$ cat config.mk
export PLATFORM = sky130hd
export DESIGN_NAME = pixel_2ppc_to_1ppc
export DESIGN_NICKNAME = d
export VERILOG_FILES = /design/src/rtl/pixel_2ppc_to_1ppc.sv
export SDC_FILE = /design/constraint.sdc
export NUM_CORES = 1
export LEC_CHECK = 0
export BUFFER_PORTS_ARGS = -buffer_cell sky130_fd_sc_hd__buf_2
export CAP_MARGIN = 30
export CORE_MARGIN = 1
export CORE_UTILIZATION = 40
export DETAILED_ROUTE_END_ITERATION = 7
export SLEW_MARGIN = 20
export SYNTH_ARGS = -nofsm -noshare
export SYNTH_HDL_FRONTEND = slang
export SYNTH_SLANG_ARGS = --single-unit
$ cat constraint.sdc
create_clock -name clk -period 10.01 [get_ports clk]
set_input_delay 3.003 -clock clk [delete_from_list [all_inputs] [get_ports clk]]
set_output_delay 3.003 -clock clk [all_outputs]
set_load 0.03 [all_outputs]
$ cat src/rtl/pixel_2ppc_to_1ppc.sv
`default_nettype none
// ============================================================================
// pixel_2ppc_to_1ppc : non-stallable 2PPC pair FIFO feeding a 1PPC valid/ready
//                      serializer with frame coordinate and marker regeneration
// Rev 1.0
// ============================================================================
module pixel_2ppc_to_1ppc #(
    parameter int P_DEPTH          = 8,
    parameter int OUT_FRAME_WIDTH  = 540,
    parameter int OUT_FRAME_HEIGHT = 360,
    parameter int FIFO_DEPTH       = 16
) (
    input  logic                          clk,
    input  logic                          rst_n,
    input  logic                          soft_clr,
    input  logic [2*P_DEPTH-1:0]          in_red,
    input  logic [2*P_DEPTH-1:0]          in_green,
    input  logic [2*P_DEPTH-1:0]          in_blue,
    input  logic                          in_valid,
    output logic [P_DEPTH-1:0]            out_red,
    output logic [P_DEPTH-1:0]            out_green,
    output logic [P_DEPTH-1:0]            out_blue,
    output logic                          out_valid,
    input  logic                          out_ready,
    output logic [10:0]                   out_x,
    output logic [10:0]                   out_y,
    output logic                          out_sol,
    output logic                          out_eol,
    output logic                          out_sof,
    output logic                          out_eof,
    output logic [$clog2(FIFO_DEPTH):0]   fifo_level,
    output logic                          overflow
);
    localparam int AW = $clog2(FIFO_DEPTH);
    localparam int PW = 6 * P_DEPTH;
    localparam int XW = 3 * P_DEPTH;
    localparam logic [AW:0] c_DEPTH = (AW+1)'(FIFO_DEPTH);
    localparam logic [10:0] c_XMAX  = 11'(OUT_FRAME_WIDTH - 1);
    localparam logic [10:0] c_YMAX  = 11'(OUT_FRAME_HEIGHT - 1);

    // LOAD is the one-cycle stage between popping into hold_q and presenting it
    typedef enum logic [1:0] {
        S_IDLE = 2'd0,
        S_LOAD = 2'd1,
        S_LOW  = 2'd2,
        S_HIGH = 2'd3
    } state_t;

    state_t              state_q, state_d;
    logic [PW-1:0]       mem_q [FIFO_DEPTH];
    logic [AW-1:0]       wr_ptr_q, wr_ptr_d;
    logic [AW-1:0]       rd_ptr_q, rd_ptr_d;
    logic [AW:0]         count_q, count_d;
    logic [PW-1:0]       hold_q, hold_d;
    logic [XW-1:0]       pix_q, pix_d;
    logic                valid_q, valid_d;
    logic [10:0]         x_q, x_d;
    logic [10:0]         y_q, y_d;
    logic [3:0]          mark_q, mark_d;
    logic                ovf_q, ovf_d;

    logic                w_hs;
    logic                w_push;
    logic                w_pop;
    logic                w_load;
    logic                w_hi;
    logic [PW-1:0]       w_src;
    logic [PW-1:0]       w_in_pair;
    logic [PW-1:0]       w_rd_pair;

    // Pair layout: red in [2P-1:0], green in [4P-1:2P], blue in [6P-1:4P]
    function automatic logic [XW-1:0] sel_pix(input logic [PW-1:0] pair, input logic hi);
        logic [2*P_DEPTH-1:0] r;
        logic [2*P_DEPTH-1:0] g;
        logic [2*P_DEPTH-1:0] b;
        r = pair[2*P_DEPTH-1:0];
        g = pair[4*P_DEPTH-1:2*P_DEPTH];
        b = pair[6*P_DEPTH-1:4*P_DEPTH];
        if (hi) begin
            return {b[2*P_DEPTH-1:P_DEPTH], g[2*P_DEPTH-1:P_DEPTH], r[2*P_DEPTH-1:P_DEPTH]};
        end
        return {b[P_DEPTH-1:0], g[P_DEPTH-1:0], r[P_DEPTH-1:0]};
    endfunction

    assign w_in_pair = {in_blue, in_green, in_red};
    assign w_rd_pair = mem_q[rd_ptr_q];

    always_comb begin
        state_d  = state_q;
        wr_ptr_d = wr_ptr_q;
        rd_ptr_d = rd_ptr_q;
        count_d  = count_q;
        hold_d   = hold_q;
        pix_d    = pix_q;
        valid_d  = valid_q;
        x_d      = x_q;
        y_d      = y_q;
        mark_d   = mark_q;
        ovf_d    = ovf_q;
        w_hs     = valid_q & out_ready;
        w_pop    = 1'b0;
        w_push   = 1'b0;
        w_load   = 1'b0;
        w_hi     = 1'b0;
        w_src    = hold_q;

        if (soft_clr) begin
            state_d  = S_IDLE;
            wr_ptr_d = '0;
            rd_ptr_d = '0;
            count_d  = '0;
            pix_d    = '0;
            valid_d  = 1'b0;
            x_d      = '0;
            y_d      = '0;
            mark_d   = '0;
            ovf_d    = 1'b0;
        end else begin
            if (w_hs) begin
                if (x_q == c_XMAX) begin
                    x_d = '0;
                    y_d = (y_q == c_YMAX) ? 11'd0 : y_q + 11'd1;
                end else begin
                    x_d = x_q + 11'd1;
                end
            end

            case (state_q)
                S_IDLE: begin
                    if (count_q != '0) begin
                        w_pop   = 1'b1;
                        hold_d  = w_rd_pair;
                        state_d = S_LOAD;
                    end
                end
                S_LOAD: begin
                    w_load  = 1'b1;
                    state_d = S_LOW;
                end
                S_LOW: begin
                    if (w_hs) begin
                        w_load  = 1'b1;
                        w_hi    = 1'b1;
                        state_d = S_HIGH;
                    end
                end
                S_HIGH: begin
                    if (w_hs) begin
                        // Chain straight from the FIFO so back-to-back pairs carry no bubble
                        if (count_q != '0) begin
                            w_pop   = 1'b1;
                            hold_d  = w_rd_pair;
                            w_src   = w_rd_pair;
                            w_load  = 1'b1;
                            state_d = S_LOW;
                        end else begin
                            valid_d = 1'b0;
                            mark_d  = '0;
                            state_d = S_IDLE;
                        end
                    end
                end
                default: state_d = S_IDLE;
            endcase

            w_push = in_valid & ((count_q != c_DEPTH) | w_pop);
            if (in_valid & ~w_push) begin
                ovf_d = 1'b1;
            end
            if (w_push) begin
                wr_ptr_d = wr_ptr_q + AW'(1);
            end
            if (w_pop) begin
                rd_ptr_d = rd_ptr_q + AW'(1);
            end
            if (w_push & ~w_pop) begin
                count_d = count_q + (AW+1)'(1);
            end else if (~w_push & w_pop) begin
                count_d = count_q - (AW+1)'(1);
            end

            if (w_load) begin
                pix_d   = sel_pix(w_src, w_hi);
                valid_d = 1'b1;
                mark_d  = {x_d == 11'd0,
                           x_d == c_XMAX,
                           (x_d == 11'd0) & (y_d == 11'd0),
                           (x_d == c_XMAX) & (y_d == c_YMAX)};
            end
        end
    end

    always_ff @(posedge clk) begin
        if (w_push) begin
            mem_q[wr_ptr_q] <= w_in_pair;
        end
    end

    always_ff @(posedge clk or negedge rst_n) begin
        if (!rst_n) begin
            state_q  <= S_IDLE;
            wr_ptr_q <= '0;
            rd_ptr_q <= '0;
            count_q  <= '0;
            hold_q   <= '0;
            pix_q    <= '0;
            valid_q  <= 1'b0;
            x_q      <= '0;
            y_q      <= '0;
            mark_q   <= '0;
            ovf_q    <= 1'b0;
        end else begin
            state_q  <= state_d;
            wr_ptr_q <= wr_ptr_d;
            rd_ptr_q <= rd_ptr_d;
            count_q  <= count_d;
            hold_q   <= hold_d;
            pix_q    <= pix_d;
            valid_q  <= valid_d;
            x_q      <= x_d;
            y_q      <= y_d;
            mark_q   <= mark_d;
            ovf_q    <= ovf_d;
        end
    end

    assign out_red    = pix_q[P_DEPTH-1:0];
    assign out_green  = pix_q[2*P_DEPTH-1:P_DEPTH];
    assign out_blue   = pix_q[3*P_DEPTH-1:2*P_DEPTH];
    assign out_valid  = valid_q;
    assign out_x      = x_q;
    assign out_y      = y_q;
    assign out_sol    = mark_q[3];
    assign out_eol    = mark_q[2];
    assign out_sof    = mark_q[1];
    assign out_eof    = mark_q[0];
    assign fifo_level = count_q;
    assign overflow   = ovf_q;

endmodule
`default_nettype wire

==> impl_metrics.toml <==
[status]
status = "completed"

[sta]
fmax_ghz = 0.1746
setup_tns_ns = 0
finalCritPeriodShare = 0.5721
final_hold_viol_count = 0
setup_viol = 0
fin_crit_ns = 5.727
fin_skew_ns = 0.02498
worst_pin_slew_ns = 1.062
drv_slew = 0
maxSlewHeadroom = 0.2919
rsz0062_at_grt = "false"

[drt]
drc = 0
viasPerCell = 5.586
ant_nets = 0
vias = 16890
firstDrtPassIters = 5
wl_per_cell_um = 25.55
finalWirelength_mm = 77.26
drtIter0Drc = 1113

[global_route]
overflow = 0
grt_antenna_before_repair = 7
grt_util_all_layers = 0.1803
grt_first_pass_wirelength_mm = 114.9
grt_max_degree = 107
grt_pass1_vias = 17470

[clock_network]
clock-sinks = 883
h-tree-depth = 3
cts_root_buf = "clkbuf_16"
clock_latency_ns = 0.65
cts.clk_slew.worst_paths_ns = 0.06
clockBufferDepth = 3
post_cts_resized = 0
postCtsHoldBufs = 0
cts_setup_buffers = 0
numCtsBuffers = 93
cts_tree = "yes"

[pwr]
p_int_w = 0.006958
pwr-share-clk = 0.348
p_comb_frac = 0.190
leakagePower_nw = 12.80
powerDensity_nw_per_um2 = 238.6
switching_share = 0.2662
p_switching_w = 0.002524
irDropWorstVdd_mv = 0.1506
seq_power_share = 0.461

[synth]
synth_seq_cells = 883
synth_adder_area_share = 0.005644
synth-simple-area-share = 0.02739
synthMuxAreaShare = 0.1747
synth_flop_cell = "edfxtp_1"
synth-seq-area-share = 0.7501
syn_nets = 1712
synthXorXnorAreaFrac = 0.006585
synth_top_family_by_area = "multiplexers"
synth_edf_count = 768
syn_area_um2 = 34580
postSynthAreaPerCell_um2 = 21.04
ys_types = 55
synth_compound_area_frac = 0.02417
synth_cells = 1644
async_flop_share = 0.1302
ys.warnings.count = 0

[place]
io_buffers = 109
placed_area_um2 = 36650
hpwl_mm = 43.57
place.gp.congestion = 0.8356

[layout]
drive_above_1_share = 0.3280
final_nets = 1868
fillers = 7180
areaGrowthSynthToFinish_pct = 14.90
fin_area_um2 = 39730

[die]
rows = 107
start_util = 0.4049
die_h_um = 296.0
die_x_um = 296.0
dieArea_um2 = 87640
core_um2 = 85410
io-pin-count = 110

[worst_hold_path]
hold_class = "register to register"

[critical_path]
path_class = "input port to register"
timing.critical_path.required_ns = 10.56
critical_path.max_stage_delay_ns = 0.70
slowest_stage = "a31oi_1"
crit_fanout = 8
critPathCaptureType = "register"
start_kind = "input port"
arrival_ns = 6.28
crit_top_cell = "a21o_1"
path_cells = "buf_2 > nand3_1 > a21o_1 > a31oi_1 > o21ai_0 > fa_1 > a21o_1 > a21oi_1 > nand3_1 > a21o_1 > a31oi_1"

[run]
cap_violations = 0
-- synthesized netlist by cell type, types with 2 or more instances --
master / n / share of area
a211oi_1: 2 / 0.00043
a21o_1: 6 / 0.0013
a21oi_1: 10 / 0.0014
a311oi_1: 2 / 0.00051
a31oi_1: 4 / 0.00072
and2_1: 2 / 0.00036
and3_1: 2 / 0.00036
and4_1: 3 / 0.00076
buf_1: 22 / 0.0024
clkbuf_1: 67 / 0.0073
dfrtp_1: 115 / 0.083
edfxtp_1: 768 / 0.67
ha_1: 14 / 0.0051
inv_1: 12 / 0.0013
mux2_2: 53 / 0.017
mux2i_1: 4 / 0.0012
mux4_2: 240 / 0.16
nand2_1: 62 / 0.0067
nand2b_1: 8 / 0.0014
nand3_1: 15 / 0.0022
nand4_1: 7 / 0.0013
nand4b_1: 2 / 0.00051
nor2_1: 56 / 0.0061
nor2b_1: 4 / 0.00072
nor3_1: 13 / 0.0019
nor4_1: 8 / 0.0014
o211ai_1: 4 / 0.00087
o21ai_0: 30 / 0.0043
o221ai_1: 24 / 0.0061
o22ai_1: 25 / 0.0045
o31ai_2: 2 / 0.00072
o41ai_1: 3 / 0.00076
or2_2: 3 / 0.00054
or3_1: 5 / 0.00090
or4_1: 3 / 0.00065
xnor2_1: 15 / 0.0038
xor2_1: 11 / 0.0028
-- power groups by stage --
stage	registers, W	logic (W)	clock network [W]
floorplan	0.00447	0.00123	0
detailed placement	0.00445	0.00184	0
global placement	0.00444	0.00180	0
CTS	0.00438	0.00185	0.00339
finish	0.00437	0.00181	0.00330
global route	0.00440	0.00195	0.00352
-- final timing paths --
kind	from	slack (ns)	cells after the start	to
min reg2reg	mark_q[3]$_DFFE_PN0P_	0.49	2	mark_q[3]$_DFFE_PN0P_
max in group asynchronous	rst_n	6.55	3	hold_q[33]$_DFFE_PN0P_
min in group asynchronous	rst_n	2.40	1	out_x[6]$_DFF_PN0_
max	out_ready	4.28	11	fifo_level[4]$_DFFE_PN0P_
max reg2reg	state_q[1]$_DFFE_PN0P_	5.98	11	fifo_level[4]$_DFFE_PN0P_
min	mark_q[3]$_DFFE_PN0P_	0.49	2	mark_q[3]$_DFFE_PN0P_
-- critical path, delay by kind of cell --
kind	cells	cell delay (ns)
fa+ha+maj	1	0.56
simple gates	2	0.30
compound gates	7	2.26
buf+inv	1	0.15
-- metal layers --
metal	global-route usage	wire, µm	part of all wire
met1	0.2447	32980	0.43
met2	0.2928	37660	0.49
met3	0.03665	4483	0.058
met4	0.05771	2104	0.027
met5	0	36	0.00047
-- cell type report --
class | count | area (µm²) | area share
inverters | 12 | 45.04 | 0.001134
clock inverters | 65 | 531.8 | 0.01338
clock buffers | 108 | 2435 | 0.06128
diodes | 2 | 5.005 | 0.0001260
repair buffers | 152 | 978.4 | 0.02462
well taps | 1144 | 1431 | 0.03602
multi-input cells | 658 | 8356 | 0.2103
flip-flops and latches | 883 | 25950 | 0.6531
-- cell families after synthesis --
| kind of cell | after synthesis |
|---|---|
| simple gates | 198 |
| buf+inv | 103 |
| mux | 297 |
| xor+xnor | 26 |
| fa+ha+maj | 15 |
| compound gates | 122 |
| flops | 883 |
-- state kept, by name, indices dropped and copies added (netlist names) --
register / flops
rd_ptr_q: 4
mem_q: 768
mark_q: 4
state_q: 2
out_y: 11
wr_ptr_q: 4
overflow: 1
hold_q: 48
fifo_level: 5
out_x: 11
pix_q: 24
out_valid: 1
-- cell usage in the layout, fill, tap and decap left out, types with 4 or more instances in the layout --
master      Yosys  final
clkinvlp_4      0      4
nor3_1         13      5
nand4_1         7      7
xnor2_1        15     15
buf_4           0     37
nand2_1        62     61
o22ai_1        25     25
a21o_1          6      6
mux2_2         53     53
nor2_4          0      6
inv_6           0      4
buf_2           1    108
o211ai_1        4      4
inv_1          12     12
clkinv_2        0     24
clkinv_1        0     24
xor2_1         11     11
o21ai_0        30     30
o221ai_1       24     24
nor2_1         56     48
nor4_1          8      6
mux4_2        240    240
clkbuf_1       67     11
a31oi_1         4      4
nand2b_1        8      8
nor3_2          0      8
a21oi_1        10     10
nand3_1        15     15
edfxtp_1      768    768
or3_1           5      5
clkbuf_16       0     94
dfrtp_1       115    111
buf_16          0      4
bufinv_16       0      6
ha_1           14     14
mux2i_1         4      4
-- stage by stage --
stage / hold WS, ns / instances / setup WS, ns / utilization / total power [W]
after CTS: 0.4837 / 3018 / 4.113 / 0.4638 / 0.009614
after floorplan: 0.4797 / 1644 / 1.194 / - / 0.005703
after global placement: 0.4591 / 2843 / 3.520 / 0.4288 / 0.006238
after detailed placement: 0.4686 / 2845 / 3.415 / 0.4291 / 0.006295
final: 0.4861 / 3024 / 4.283 / 0.4652 / 0.009482
after global routing: 0.5096 / 3022 / 4.046 / 0.4651 / 0.009871
(Power assumes the default switching activity.)
